--- config.mk ---
export PLATFORM = sky130hd
export DESIGN_NAME = program_loader_flat
export DESIGN_NICKNAME = d
export VERILOG_FILES = /design/src/rtl/program_loader_if.sv /design/src/rtl/program_loader.sv /design/src/flat_wrapper.sv
export SDC_FILE = /design/constraint.sdc
export NUM_CORES = 1
export LEC_CHECK = 0
export CAP_MARGIN = 30
export CORE_ASPECT_RATIO = 0.8
export CORE_MARGIN = 5
export CORE_UTILIZATION = 45
export CTS_CLUSTER_DIAMETER = 50
export DETAILED_ROUTE_END_ITERATION = 8
export PLACE_DENSITY = 0.67
export SKIP_CTS_REPAIR_TIMING = 1
export SKIP_LAST_GASP = 1
export SLEW_MARGIN = 20
export SYNTH_ARGS = -nofsm -noshare
export SYNTH_HDL_FRONTEND = slang
export SYNTH_SLANG_ARGS = --single-unit
--- constraint.sdc ---
create_clock -name clk -period 9.15 [get_ports clk]
set_clock_uncertainty 0.2 [all_clocks]
set_input_delay 2.2875 -clock clk [delete_from_list [all_inputs] [get_ports clk]]
set_output_delay 2.2875 -clock clk [all_outputs]
set_load 0.05 [all_outputs]
--- src/rtl/program_loader_if.sv ---
// Byte-stream in / memory-write-port out bundle for the boot loader.
// The loader takes the slave side; whoever feeds bytes and watches the memory port takes master.
interface program_loader_if #(
    parameter int unsigned ADDR_W = 10
);
    logic [7:0]        rx_data;
    logic              rx_valid;
    logic              rx_ready;
    logic              mem_we;
    logic [ADDR_W-1:0] mem_addr;
    logic [31:0]       mem_data;
    logic              cpu_hold;
    logic              load_done;
    logic              load_error;

    modport master (
        output rx_data, rx_valid,
        input  rx_ready, mem_we, mem_addr, mem_data, cpu_hold, load_done, load_error
    );

    modport slave (
        input  rx_data, rx_valid,
        output rx_ready, mem_we, mem_addr, mem_data, cpu_hold, load_done, load_error
    );
endinterface

--- src/rtl/program_loader.sv ---
// Framed byte-stream boot loader: SYNC, COUNT_HI, COUNT_LO, 4*N data bytes, XOR checksum.
// Writes the image word by word into instruction memory and holds the CPU until a good frame lands.
module program_loader #(
    parameter int unsigned ADDR_W      = 10,
    parameter logic [7:0]  SYNC_BYTE   = 8'hA5,
    parameter int unsigned TIMEOUT_CYC = 65535
) (
    input  logic           clk,
    input  logic           reset,
    program_loader_if.slave bus
);
    localparam int unsigned     TMO_W     = $clog2(TIMEOUT_CYC + 1);
    localparam logic [16:0]     MAX_WORDS = 17'(2 ** ADDR_W);
    localparam logic [TMO_W-1:0] TMO_LAST = TMO_W'(TIMEOUT_CYC - 1);

    typedef enum logic [2:0] {
        IDLE   = 3'd0,
        CNT_HI = 3'd1,
        CNT_LO = 3'd2,
        DATA   = 3'd3,
        WRITE  = 3'd4,
        CHECK  = 3'd5,
        DONE   = 3'd6,
        ERROR  = 3'd7
    } state_e;

    function automatic logic [7:0] chk_update(input logic [7:0] chk, input logic [7:0] b);
        return chk ^ b;
    endfunction

    state_e            state_q, state_d;
    logic [7:0]        cnt_hi_q, cnt_hi_d;
    logic [ADDR_W:0]   words_q, words_d;
    logic [1:0]        byte_idx_q, byte_idx_d;
    logic [ADDR_W-1:0] mem_addr_q, mem_addr_d;
    logic [31:0]       mem_data_q, mem_data_d;
    logic [7:0]        chk_q, chk_d;
    logic [TMO_W-1:0]  tmo_q, tmo_d;
    logic              hold_q, hold_d;
    logic              done_q, done_d;
    logic              err_q, err_d;
    logic              rx_ready_q, rx_ready_d;
    logic              we_q, we_d;

    logic              accept_s;
    logic              in_frame_s;
    logic [15:0]       count_s;

    assign accept_s   = bus.rx_valid & rx_ready_q;
    assign count_s    = {cnt_hi_q, bus.rx_data};
    assign in_frame_s = (state_q == CNT_HI) || (state_q == CNT_LO) || (state_q == DATA) ||
                        (state_q == WRITE)  || (state_q == CHECK);

    // Next-state and next-output decode for the frame parser.
    always_comb begin
        state_d    = state_q;
        cnt_hi_d   = cnt_hi_q;
        words_d    = words_q;
        byte_idx_d = byte_idx_q;
        mem_addr_d = mem_addr_q;
        mem_data_d = mem_data_q;
        chk_d      = chk_q;
        tmo_d      = tmo_q;
        hold_d     = hold_q;
        done_d     = done_q;
        err_d      = err_q;

        case (state_q)
            IDLE, DONE, ERROR: begin
                if (accept_s && (bus.rx_data == SYNC_BYTE)) begin
                    state_d    = CNT_HI;
                    hold_d     = 1'b1;
                    done_d     = 1'b0;
                    err_d      = 1'b0;
                    mem_addr_d = '0;
                    chk_d      = 8'h00;
                    byte_idx_d = 2'd0;
                end else begin
                    state_d = state_q;
                end
            end
            CNT_HI: begin
                if (accept_s) begin
                    cnt_hi_d = bus.rx_data;
                    state_d  = CNT_LO;
                end else begin
                    state_d = CNT_HI;
                end
            end
            CNT_LO: begin
                if (accept_s) begin
                    if ((count_s == 16'd0) || ({1'b0, count_s} > MAX_WORDS)) begin
                        state_d = ERROR;
                        err_d   = 1'b1;
                    end else begin
                        words_d    = (ADDR_W + 1)'(count_s);
                        byte_idx_d = 2'd0;
                        state_d    = DATA;
                    end
                end else begin
                    state_d = CNT_LO;
                end
            end
            DATA: begin
                if (accept_s) begin
                    mem_data_d = {mem_data_q[23:0], bus.rx_data};
                    chk_d      = chk_update(chk_q, bus.rx_data);
                    byte_idx_d = byte_idx_q + 2'd1;
                    if (byte_idx_q == 2'd3) begin
                        state_d = WRITE;
                    end else begin
                        state_d = DATA;
                    end
                end else begin
                    state_d = DATA;
                end
            end
            WRITE: begin
                mem_addr_d = mem_addr_q + ADDR_W'(1);
                words_d    = words_q - (ADDR_W + 1)'(1);
                if (words_q == (ADDR_W + 1)'(1)) begin
                    state_d = CHECK;
                end else begin
                    state_d = DATA;
                end
            end
            CHECK: begin
                if (accept_s) begin
                    if (bus.rx_data == chk_q) begin
                        state_d = DONE;
                        done_d  = 1'b1;
                        hold_d  = 1'b0;
                    end else begin
                        state_d = ERROR;
                        err_d   = 1'b1;
                    end
                end else begin
                    state_d = CHECK;
                end
            end
            default: begin
                state_d = IDLE;
            end
        endcase

        // Inter-byte watchdog overrides any in-frame transition.
        if (in_frame_s) begin
            if (accept_s) begin
                tmo_d = '0;
            end else if (tmo_q == TMO_LAST) begin
                tmo_d   = '0;
                state_d = ERROR;
                err_d   = 1'b1;
            end else begin
                tmo_d = tmo_q + TMO_W'(1);
            end
        end else begin
            tmo_d = '0;
        end

        rx_ready_d = (state_d != WRITE);
        we_d       = (state_d == WRITE);
    end

    // State and registered-output update.
    always_ff @(posedge clk or posedge reset) begin
        if (reset) begin
            state_q    <= IDLE;
            cnt_hi_q   <= 8'h00;
            words_q    <= '0;
            byte_idx_q <= 2'd0;
            mem_addr_q <= '0;
            mem_data_q <= 32'h0000_0000;
            chk_q      <= 8'h00;
            tmo_q      <= '0;
            hold_q     <= 1'b0;
            done_q     <= 1'b0;
            err_q      <= 1'b0;
            rx_ready_q <= 1'b1;
            we_q       <= 1'b0;
        end else begin
            state_q    <= state_d;
            cnt_hi_q   <= cnt_hi_d;
            words_q    <= words_d;
            byte_idx_q <= byte_idx_d;
            mem_addr_q <= mem_addr_d;
            mem_data_q <= mem_data_d;
            chk_q      <= chk_d;
            tmo_q      <= tmo_d;
            hold_q     <= hold_d;
            done_q     <= done_d;
            err_q      <= err_d;
            rx_ready_q <= rx_ready_d;
            we_q       <= we_d;
        end
    end

    assign bus.rx_ready   = rx_ready_q;
    assign bus.mem_we     = we_q;
    assign bus.mem_addr   = mem_addr_q;
    assign bus.mem_data   = mem_data_q;
    assign bus.cpu_hold   = hold_q;
    assign bus.load_done  = done_q;
    assign bus.load_error = err_q;
endmodule

--- src/flat_wrapper.sv ---
// flat-port wrapper written by rule: the top's interface ports become plain ports
module program_loader_flat 
#(
    parameter int unsigned ADDR_W      = 10,
    parameter logic [7:0]  SYNC_BYTE   = 8'hA5,
    parameter int unsigned TIMEOUT_CYC = 65535
)
  (clk, reset, bus_rx_data, bus_rx_valid, bus_rx_ready, bus_mem_we, bus_mem_addr, bus_mem_data, bus_cpu_hold, bus_load_done, bus_load_error);
  program_loader_if #(.ADDR_W(ADDR_W)) bus_i ();
  input  logic clk;
  input  logic reset;
  input wire logic [$bits(bus_i.rx_data)-1:0] bus_rx_data;
  input wire logic [$bits(bus_i.rx_valid)-1:0] bus_rx_valid;
  output wire logic [$bits(bus_i.rx_ready)-1:0] bus_rx_ready;
  output wire logic [$bits(bus_i.mem_we)-1:0] bus_mem_we;
  output wire logic [$bits(bus_i.mem_addr)-1:0] bus_mem_addr;
  output wire logic [$bits(bus_i.mem_data)-1:0] bus_mem_data;
  output wire logic [$bits(bus_i.cpu_hold)-1:0] bus_cpu_hold;
  output wire logic [$bits(bus_i.load_done)-1:0] bus_load_done;
  output wire logic [$bits(bus_i.load_error)-1:0] bus_load_error;
  assign bus_i.rx_data = bus_rx_data;
  assign bus_i.rx_valid = bus_rx_valid;
  assign bus_rx_ready = bus_i.rx_ready;
  assign bus_mem_we = bus_i.mem_we;
  assign bus_mem_addr = bus_i.mem_addr;
  assign bus_mem_data = bus_i.mem_data;
  assign bus_cpu_hold = bus_i.cpu_hold;
  assign bus_load_done = bus_i.load_done;
  assign bus_load_error = bus_i.load_error;
  program_loader #(.ADDR_W(ADDR_W), .SYNC_BYTE(SYNC_BYTE), .TIMEOUT_CYC(TIMEOUT_CYC)) u_core (.clk(clk), .reset(reset), .bus(bus_i));
endmodule
==> results.json, run 1 <==
{
  "final_hold_viol_count": 0,
  "worstPathArrival_ns": 4.84,
  "grt_pass1_vias": 3734,
  "finalCoreUtilization_pct": 55.5,
  "crit_required_ns": 9.17,
  "core.rowCount": 33,
  "num_io_pins": 58,
  "grt_pass1_wl_mm": 18.7,
  "dieArea_um2": 12500,
  "seq_area_frac_synth_pct": 50.9,
  "cpPeakStageDelay_ns": 0.77,
  "grt_usage_pct": 18.8,
  "clk_pin_slew_worst_paths_ns": 0.07,
  "slew_violations": 0,
  "met2_usage_pct": 28.8,
  "hold_ws_ns": 0.272,
  "cts-buffers-inserted": 9,
  "busiest_layer": "met2",
  "ant_nets": 0,
  "critical_path_class": "primary input to flop",
  "clkPwrFrac_pct": 18.4,
  "htreeDepth": 3,
  "drt_first_pass_iters": 5,
  "setup_tns_ns": 0,
  "nNetsFinal": 582,
  "rsz0062_at_grt": "no",
  "r2r_slack_ns": 6.40,
  "synthFlopType": "dfrtp_1",
  "reg2regPathDepth": 4,
  "startpoint_type": "primary input",
  "cts_root_buf": "clkbuf_16",
  "use_met3_pct": 4.60,
  "synthArstFlopShare_pct": 100,
  "status": "completed",
  "worstHoldPathType": "flop to flop",
  "numPortBuffers": 57,
  "cts_tree": "yes",
  "drive_gt1_share_pct": 7.72,
  "routedWlPerCell_um": 15.8,
  "hp-start": "u_core.byte_idx_q[0]$_DFFE_PP0P_",
  "grt_overflow": 0,
  "syn_nets": 531,
  "cp_max_fo": 8,
  "clock.fmax_ghz": 0.207,
  "grt_max_degree": 57,
  "gr-usage-met1_pct": 27.0,
  "fillers": 959,
  "drt-vias-per-instance": 5.53,
  "ys_ff_latch": 95,
  "setup_viol": 0,
  "syn2layout_area_growth_pct": 21.2,
  "p_seq_share_pct": 36.7,
  "synthCells": 514,
  "vias": 3925,
  "critPathCaptureType": "flop",
  "tightestPinTransition_ns": 0.939,
  "syn_area_per_cell_um2": 9.08,
  "cp_cell_sequence": "clkdlybuf4s50_1 -> or4_1 -> a2111oi_4 -> nor2_1 -> o21ai_0 -> o21ai_1",
  "drc": 0,
  "power_density_nw_per_um2": 350,
  "whs_path_depth": 1,
  "synth.yosys.warnings": 0,
  "place_congestion": 0.849,
  "crit_family": "simple AND/OR/NAND/NOR gates",
  "maxCapViolCount": 0,
  "timing.critical_path.buf_inv": 1,
  "die-height_um": 101,
  "synth_edf_count": 0,
  "netlist_area_um2": 4670,
  "initial_core_util_pct": 45.8,
  "ir_drop_uv": 174,
  "mostFrequentLayoutCell": "nand2_1",
  "antenna_found_initial": 0,
  "clk_latency_ns": 0.34,
  "clkSinkCount": 95,
  "placed_area_um2": 5370,
  "p_leak_nw": 2.44,
  "power_switching_w": 0.000913,
  "layout_common_cells": "nand2_1, dfrtp_1, nor2_1",
  "fin_crit_sh_pct": 52.7,
  "cpMaxStageDelayCell": "or4_1",
  "routed_wl_mm": 11.2,
  "stdcell_area_um2": 5660,
  "period_needed_ns": 4.82,
  "coreArea_um2": 10200,
  "slew_headroom_pct": 37.2,
  "reg2reg_to": "u_core.words_q[0]$_DFFE_PP0P_",
  "die_x_um": 124,
  "diodes": 0,
  "min_to": "u_core.byte_idx_q[0]$_DFFE_PP0P_",
  "p_int_w": 0.00107,
  "clock_path_buffers": 2,
  "dp_hpwl_mm": 7.73,
  "timing.rr.start": "u_core.state_q[1]$_DFF_PP0_",
  "power_frac_comb_pct": 44.9,
  "yosysUniqueCellTypes": 61,
  "swShare_pct": 46.0,
  "drt_iter0_markers": 317
}
[Yosys cell counts, types with 4 or more instances]
cell type / n / area [um2]
nand2_1: 117 / 439
dfrtp_1: 94 / 2350
nor2_1: 59 / 221
o21ai_0: 38 / 190
clkbuf_1: 18 / 67.6
nand3_1: 15 / 75.1
inv_1: 14 / 52.6
a21oi_1: 13 / 65.1
o21ai_1: 12 / 60.1
nand4_1: 10 / 62.6
nor3_1: 10 / 50.1
xor2_1: 9 / 78.8
mux2_2: 8 / 90.1
xnor2_1: 8 / 70.1
and3_1: 7 / 43.8
ha_1: 6 / 75.1
nand2b_1: 6 / 37.5
a2bb2oi_1: 4 / 35.0
a31oi_1: 4 / 25.0
or4_1: 4 / 30.0
[stage by stage]
step / setup WS, ns / total power, W / cells
global placement: 4.04 / 0.00160 / 693
floorplan: 4.19 / 0.00133 / 514
finish: 4.33 / 0.00198 / 710
global route: 4.13 / 0.00210 / 710
detailed placement: 3.98 / 0.00162 / 694
CTS: 4.33 / 0.00199 / 710
[power by group through the flow]
| stage | combinational (W) | sequential (W) | clock (W) |
|---|---|---|---|
| 4_1_cts | 0.000893 | 0.000725 | 0.000373 |
| 3_5_place_dp | 0.000891 | 0.000730 | 0 |
| 2_1_floorplan | 0.000386 | 0.000942 | 0 |
| 6_report | 0.000891 | 0.000728 | 0.000365 |
| 5_1_grt | 0.000960 | 0.000751 | 0.000391 |
| 3_3_place_gp | 0.000875 | 0.000725 | 0 |
[cell type report]
cell class                      count  area (um2)  share of cell area (%)
Inverter                           14        53.8                   0.950
Timing Repair Buffer               61         601                    10.6
Tap cell                          140         175                    3.09
Clock buffer                        9         225                    3.98
Sequential cell                    95        2380                    42.0
Multi-Input combinational cell    384        2160                    38.2
Clock inverter                      7        62.6                    1.11
[per-layer routing]
layer | share of wire (%) | wire [um]
met2 | 46 | 5140
met4 | 0.83 | 93
met3 | 5.5 | 613
met1 | 48 | 5360
met5 | 0 | 0
[state kept, by name, summed over array words and instances, names as in the netlist]
name / cells
u_core.bus.mem_data: 32
u_core.tmo_q: 16
u_core.words_q: 11
u_core.bus.mem_addr: 10
u_core.chk_q: 8
u_core.cnt_hi_q: 8
u_core.state_q: 3
u_core.byte_idx_q: 2
u_core.bus.cpu_hold: 1
u_core.bus.load_done: 1
u_core.bus.load_error: 1
u_core.bus.mem_we: 1
u_core.bus.rx_ready: 1
[kinds of logic (layout without fill, tap and decap cells)]
family | count (synthesis) | count (layout) | synth area share, %
adders and majority gates | 6 | 6 | 1.61
and+or+nand+nor | 254 | 254 | 25.2
AOI/OAI and AO/OA | 98 | 98 | 13.8
muxes | 9 | 9 | 2.25
buffers and inverters | 35 | 91 | 3.03
DFF | 95 | 95 | 50.9
xor gates and xnor gates | 17 | 17 | 3.19
[worst reg2reg max path, stage by stage (launching register included)]
cell,delay (ns)
dfrtp_1,0.70
nor2b_1,0.65
nand2_1,0.40
a2111o_1,0.49
a31oi_1,0.22
[how the worst max path moves through the flow]
stage                         from                                 end  cells past startpoint
finish              bus_rx_data[3]         u_core.chk_q[6]$_DFFE_PP0P_                      6
global route        bus_rx_data[3]  u_core.bus.mem_addr[2]$_DFFE_PP0P_                      6
CTS                 bus_rx_data[3]         u_core.chk_q[6]$_DFFE_PP0P_                      6
detailed placement  bus_rx_data[3]         u_core.chk_q[3]$_DFFE_PP0P_                      6
global placement    bus_rx_data[3]         u_core.chk_q[3]$_DFFE_PP0P_                      6
floorplan                    reset     u_core.bus.cpu_hold$_DFFE_PP0P_                      1
(Power assumes the default switching activity.)
==> inputs of run 2 (changes only) <==
--- a/config.mk
+++ b/config.mk
@@ -11,7 +11,7 @@
 export CORE_UTILIZATION = 45
 export CTS_CLUSTER_DIAMETER = 50
 export DETAILED_ROUTE_END_ITERATION = 8
-export PLACE_DENSITY = 0.67
+export PLACE_DENSITY = 0.69
 export SKIP_CTS_REPAIR_TIMING = 1
 export SKIP_LAST_GASP = 1
 export SLEW_MARGIN = 20
==> constraint.sdc (replaced) <==
create_clock -name clk -period 4.25 [get_ports clk]
set_clock_uncertainty 0.2 [all_clocks]
set_input_delay 1.0625 -clock clk [delete_from_list [all_inputs] [get_ports clk]]
set_output_delay 1.0625 -clock clk [all_outputs]
set_load 0.05 [all_outputs]
==> run 2 against run 1 <==
  * Sequential cell count is the same
  * Sequential share of layout area shrank 0.69 points
  * Worst setup slack lost 3.5 ns
  * First-iteration DRC count grew 27%
  * Die area is the same
  * Utilization grew 0.92 points
  * Register-to-register slack lost 4.8 ns
  * Design area grew 1.7%
  * Cell count grew 1.3%
  * Critical path depth is the same
  * Clock-buffer cell count grew 1
  * Global-route usage grew 0.31 points
  * Critical path type unchanged
==> results.json, run 2 (synthesis results as in run 1) <==
{
  "status": "completed",
  "dieArea_um2": 12500,
  "clk_pin_slew_worst_paths_ns": 0.07,
  "coreArea_um2": 10200,
  "setup_viol": 0,
  "die-height_um": 101,
  "drive_gt1_share_pct": 9.33,
  "fillers": 916,
  "power_density_nw_per_um2": 751,
  "cpMaxStageDelayCell": "or4_1",
  "cp-startpoint": "bus_rx_data[1]",
  "multi_input_area_um2": 2160,
  "drt_first_pass_iters": 5,
  "hold_ws_ns": 0.273,
  "p_leak_nw": 2.50,
  "drt_iter0_markers": 402,
  "regArea_um2": 2380,
  "clock.fmax_ghz": 0.291,
  "slew_headroom_pct": 51.7,
  "crit_required_ns": 4.28,
  "final_hold_viol_count": 0,
  "fin_crit_sh_pct": 80.9,
  "grt_pass1_vias": 3639,
  "slew_violations": 0,
  "tightestPinTransition_ns": 0.707,
  "cts_tree": "yes",
  "vias": 3893,
  "cp_max_fo": 9,
  "startpoint_type": "primary input",
  "dp_hpwl_mm": 7.91,
  "clk_latency_ns": 0.35,
  "routed_wl_mm": 11.3,
  "drt-vias-per-instance": 5.41,
  "maxCapViolCount": 0,
  "layout_common_cells": "nand2_1, dfrtp_1, nor2_1",
  "nNetsFinal": 591,
  "reg2reg_to": "u_core.words_q[0]$_DFFE_PP0P_",
  "cpPeakStageDelay_ns": 0.75,
  "setup_tns_ns": 0,
  "critical_path_class": "primary input to flop",
  "reg2regPathDepth": 4,
  "drc": 0,
  "cts-buffers-inserted": 9,
  "antenna_found_initial": 0,
  "worstPathArrival_ns": 3.47,
  "clock_path_buffers": 2,
  "grt_max_degree": 60,
  "mostFrequentLayoutCell": "nand2_1",
  "largest_reg_flops": 32,
  "routedWlPerCell_um": 15.8,
  "cp_cell_sequence": "clkdlybuf4s50_1 -> or4_1 -> o311ai_4 -> nand4b_4 -> a21oi_4 -> mux2_4",
  "diodes": 0,
  "numPortBuffers": 57,
  "place_congestion": 0.860,
  "clkSinkCount": 95,
  "ir_drop_uv": 429,
  "endpoint": "u_core.words_q[1]$_DFFE_PP0P_",
  "r2r_slack_ns": 1.60,
  "initial_core_util_pct": 45.8,
  "grt_pass1_wl_mm": 18.9,
  "critPathCaptureType": "flop",
  "die_x_um": 124,
  "grt_usage_pct": 19.2,
  "worstHoldPathType": "flop to flop",
  "timing.rr.start": "u_core.state_q[1]$_DFF_PP0_",
  "core.rowCount": 33,
  "cts_root_buf": "clkbuf_16",
  "ant_nets": 0,
  "num_io_pins": 58,
  "rsz0062_at_grt": "no",
  "grt_overflow": 0,
  "period_needed_ns": 3.44,
  "syn2layout_area_growth_pct": 23.2,
  "htreeDepth": 3
}
-- run 2: cell count changes in the layout (fill, tap and decap cells not counted) --
cell,previous run,this run
clkbuf_8,0,1
clkinv_4,2,0
clkinv_2,1,3
a2111oi_0,1,2
buf_4,4,12
buf_12,0,1
inv_8,1,0
a2111oi_1,1,0
bufinv_16,0,1
o21ai_1,12,11
o21ai_2,0,1
nor3b_2,0,1
clkinvlp_4,1,0
nor3b_4,1,0
-- run 2: area by class of cell --
class / instances / area share (%)
Clock inverter: 6 / 1.15
Sequential cell: 95 / 41.3
Clock buffer: 10 / 4.15
Inverter: 14 / 0.935
Timing Repair Buffer: 70 / 11.8
Tap cell: 140 / 3.04
Multi-Input combinational cell: 384 / 37.6
-- run 2: worst min path at each step --
| stage | to | startpoint | cells after the start | slack [ns] |
|---|---|---|---|---|
| after floorplan | u_core.byte_idx_q[0]$_DFFE_PP0P_ | u_core.byte_idx_q[0]$_DFFE_PP0P_ | 1 | 0.25 |
| after global placement | u_core.bus.mem_data[30]$_DFFE_PP0P_ | u_core.bus.mem_data[30]$_DFFE_PP0P_ | 2 | 0.26 |
| after detailed placement | u_core.bus.mem_data[25]$_DFFE_PP0P_ | u_core.bus.mem_data[25]$_DFFE_PP0P_ | 2 | 0.26 |
| after CTS | u_core.bus.mem_data[25]$_DFFE_PP0P_ | u_core.bus.mem_data[25]$_DFFE_PP0P_ | 2 | 0.28 |
| after global routing | u_core.cnt_hi_q[3]$_DFFE_PP0P_ | u_core.cnt_hi_q[3]$_DFFE_PP0P_ | 1 | 0.31 |
| final | u_core.bus.mem_data[28]$_DFFE_PP0P_ | u_core.bus.mem_data[28]$_DFFE_PP0P_ | 2 | 0.27 |
-- run 2: report_power, final --
group	total (W)	switching, W	internal [W]
registers	0.00156	0.000334	0.00123
logic	0.00193	0.00126	0.000675
clock network	0.000829	0.000352	0.000477
total	0.00432	0.00194	0.00238
-- run 2: critical path: cells and delay by family --
kind | cells | cell delay (ns)
AND/OR/NAND/NOR | 2 | 0.99
buffers and inverters | 1 | 0.43
AO/OA/AOI/OAI | 2 | 0.66
multiplexers | 1 | 0.31
-- run 2: routing by layer --
metal | track usage [%] | up-vias | routed length, um
li1 | - | 1900 | -
met1 | 28.2 | 1869 | 5340
met2 | 28.3 | 112 | 5100
met3 | 4.71 | 12 | 746
met4 | 5.30 | 0 | 141
met5 | 0 | - | 0
-- run 2: metrics by stage --
stage          util, %  total power, W  cell area, um2  std cells  setup slack (ns)
6_report          56.4         0.00432            5750        719             0.811
5_1_grt           56.4         0.00459            5750        719             0.705
4_1_cts           56.4         0.00434            5750        719             0.819
3_5_place_dp      53.4         0.00350            5450        703             0.451
3_3_place_gp      53.4         0.00345            5450        703             0.514
2_1_floorplan        -         0.00286            4670        514             0.512
==> inputs of run 3 (changes only) <==
==> constraint.sdc (replaced) <==
create_clock -name clk -period 2.75 [get_ports clk]
set_clock_uncertainty 0.2 [all_clocks]
set_input_delay 0.6875 -clock clk [delete_from_list [all_inputs] [get_ports clk]]
set_output_delay 0.6875 -clock clk [all_outputs]
set_load 0.05 [all_outputs]
==> run 3 against run 2 <==
  * Sequential cell count stayed put
  * Power is 55% higher
  * Utilization is 1.9 points higher
  * Non-clock buffer count increased by 22
  * Sequential share of layout area shrank 1.4 points
  * Sequential power increased by 53%
  * Via count up 0.18%
  * Critical path depth stayed put
  * Register-to-register slack lost 1.3 ns
  * Worst setup slack worse by 0.78 ns
  * Wire length rose by 1.8%
  * Largest power group unchanged
  * Critical path type unchanged
==> results.json, run 3 (synthesis results as in run 1) <==
{
  "status": "completed",
  "diodes": 0,
  "coreArea_um2": 10200,
  "drt_iter0_markers": 293,
  "layout_common_cells": "nand2_1, dfrtp_1, nor2_1",
  "critical_path_class": "primary input to flop",
  "cts_root_buf": "clkbuf_16",
  "hold_ws_ns": 0.271,
  "core.rowCount": 33,
  "drc": 0,
  "num_io_pins": 58,
  "p_leak_nw": 2.60,
  "setup_tns_ns": 0,
  "dp_hpwl_mm": 8.22,
  "worstPathArrival_ns": 2.75,
  "grt_max_degree": 43,
  "placed_area_um2": 5640,
  "ir_drop_uv": 533,
  "drt_first_pass_iters": 5,
  "gr-usage-met1_pct": 28.0,
  "die-height_um": 101,
  "maxCapViolCount": 0,
  "final_hold_viol_count": 0,
  "clk_latency_ns": 0.35,
  "routed_wl_mm": 11.5,
  "cpMaxStageDelayCell": "or4_4",
  "nNetsFinal": 613,
  "finalCoreUtilization_pct": 58.3,
  "largest_reg_flops": 32,
  "numPortBuffers": 57,
  "clock.fmax_ghz": 0.367,
  "clkSinkCount": 95,
  "crit_required_ns": 2.78,
  "drt-vias-per-instance": 5.26,
  "fin_crit_sh_pct": 99.0,
  "cp_max_fo": 4,
  "whs_path_depth": 2,
  "critPathCaptureType": "flop",
  "vias": 3900,
  "grt_overflow": 0,
  "startpoint_type": "primary input",
  "power_density_nw_per_um2": 1120,
  "cpPeakStageDelay_ns": 0.59,
  "busiest_layer": "met2",
  "die_x_um": 124,
  "cts_tree": "yes",
  "initial_core_util_pct": 45.8,
  "use_met3_pct": 4.99,
  "place_congestion": 0.914,
  "worstHoldPathType": "flop to flop",
  "routedWlPerCell_um": 15.6,
  "crit_family": "simple AND/OR/NAND/NOR gates",
  "clk_pin_slew_worst_paths_ns": 0.07,
  "dieArea_um2": 12500,
  "antenna_found_initial": 0,
  "cts-buffers-inserted": 9,
  "crit_cells": 6,
  "reg2regPathDepth": 5,
  "slew_violations": 0,
  "stdcell_area_um2": 5950,
  "multi_input_area_um2": 2200,
  "grt_pass1_wl_mm": 19.4,
  "fillers": 911,
  "slew_headroom_pct": 58.8,
  "ant_nets": 0,
  "met2_usage_pct": 30.5,
  "grt_pass1_vias": 3874,
  "syn2layout_area_growth_pct": 27.4,
  "cp_cell_sequence": "clkdlybuf4s50_1 -> or4_4 -> o311ai_4 -> nand4b_4 -> a21oi_4 -> mux2_4",
  "period_needed_ns": 2.72,
  "tightestPinTransition_ns": 0.616,
  "rsz0062_at_grt": "no",
  "setup_viol": 0,
  "regArea_um2": 2380,
  "finalPower_w": 0.00669,
  "mostFrequentLayoutCell": "nand2_1",
  "htreeDepth": 3,
  "drive_gt1_share_pct": 13.1,
  "grt_usage_pct": 19.6,
  "clock_path_buffers": 2,
  "timing.critical_path.buf_inv": 1
}
==> run 3: cell count changes in the layout (fill, tap and decap cells not counted), moves of 2 or more <==
| cell | before | now |
|---|---|---|
| inv_6 | 3 | 1 |
| clkinvlp_4 | 0 | 3 |
| buf_12 | 1 | 3 |
| buf_4 | 12 | 31 |
| clkbuf_1 | 0 | 2 |
==> run 3: path summary, 6_finish.rpt <==
| check | startpoint | to | slack (ns) |
|---|---|---|---|
| worst max-delay path | bus_rx_data[7] | u_core.words_q[1]$_DFFE_PP0P_ | 0.03 |
| worst min-delay path | u_core.bus.mem_data[28]$_DFFE_PP0P_ | u_core.bus.mem_data[28]$_DFFE_PP0P_ | 0.27 |
| worst max register to register | u_core.state_q[2]$_DFF_PP0_ | u_core.words_q[1]$_DFFE_PP0P_ | 0.34 |
| worst min register to register | u_core.bus.mem_data[28]$_DFFE_PP0P_ | u_core.bus.mem_data[28]$_DFFE_PP0P_ | 0.27 |
| max in group asynchronous | reset | u_core.bus.mem_data[27]$_DFFE_PP0P_ | 1.17 |
| min in group asynchronous | reset | u_core.bus.mem_we$_DFF_PP0_ | 0.58 |
==> run 3: layer usage <==
metal / vias to the layer above / part of all wire (%)
met3: 7 / 5.3
met4: 0 / 0.77
met5: - / 0
met1: 1861 / 48
li1: 1943 / -
met2: 89 / 46
==> run 3: through the flow <==
stage,cells,setup slack [ns]
floorplan,514,0.00391
global placement,725,-0.497
detailed placement,725,-0.515
CTS,741,-0.151
global route,741,0.00215
finish,741,0.0275
==> run 3: power breakdown <==
part	switching [W]	internal, W	total, W
Sequential	0.000486	0.00190	0.00238
Clock	0.000532	0.000614	0.00115
Combinational	0.00200	0.00116	0.00316
Total	0.00302	0.00367	0.00669
==> run 3: area by class of cell <==
cell class | count | area share [%]
Inverter | 14 | 0.946
Tap cell | 140 | 2.94
Sequential cell | 95 | 40.0
Clock inverter | 5 | 0.568
Clock buffer | 11 | 3.91
Timing Repair Buffer | 92 | 14.7
Multi-Input combinational cell | 384 | 36.9
==> run 3: worst register-to-register path: stages (launching register included) <==
cell and delay [ns]:
dfrtp_1 0.52, or3b_2 0.52, or4_4 0.57, nand4b_4 0.14, a21oi_4 0.05, mux2_4 0.30
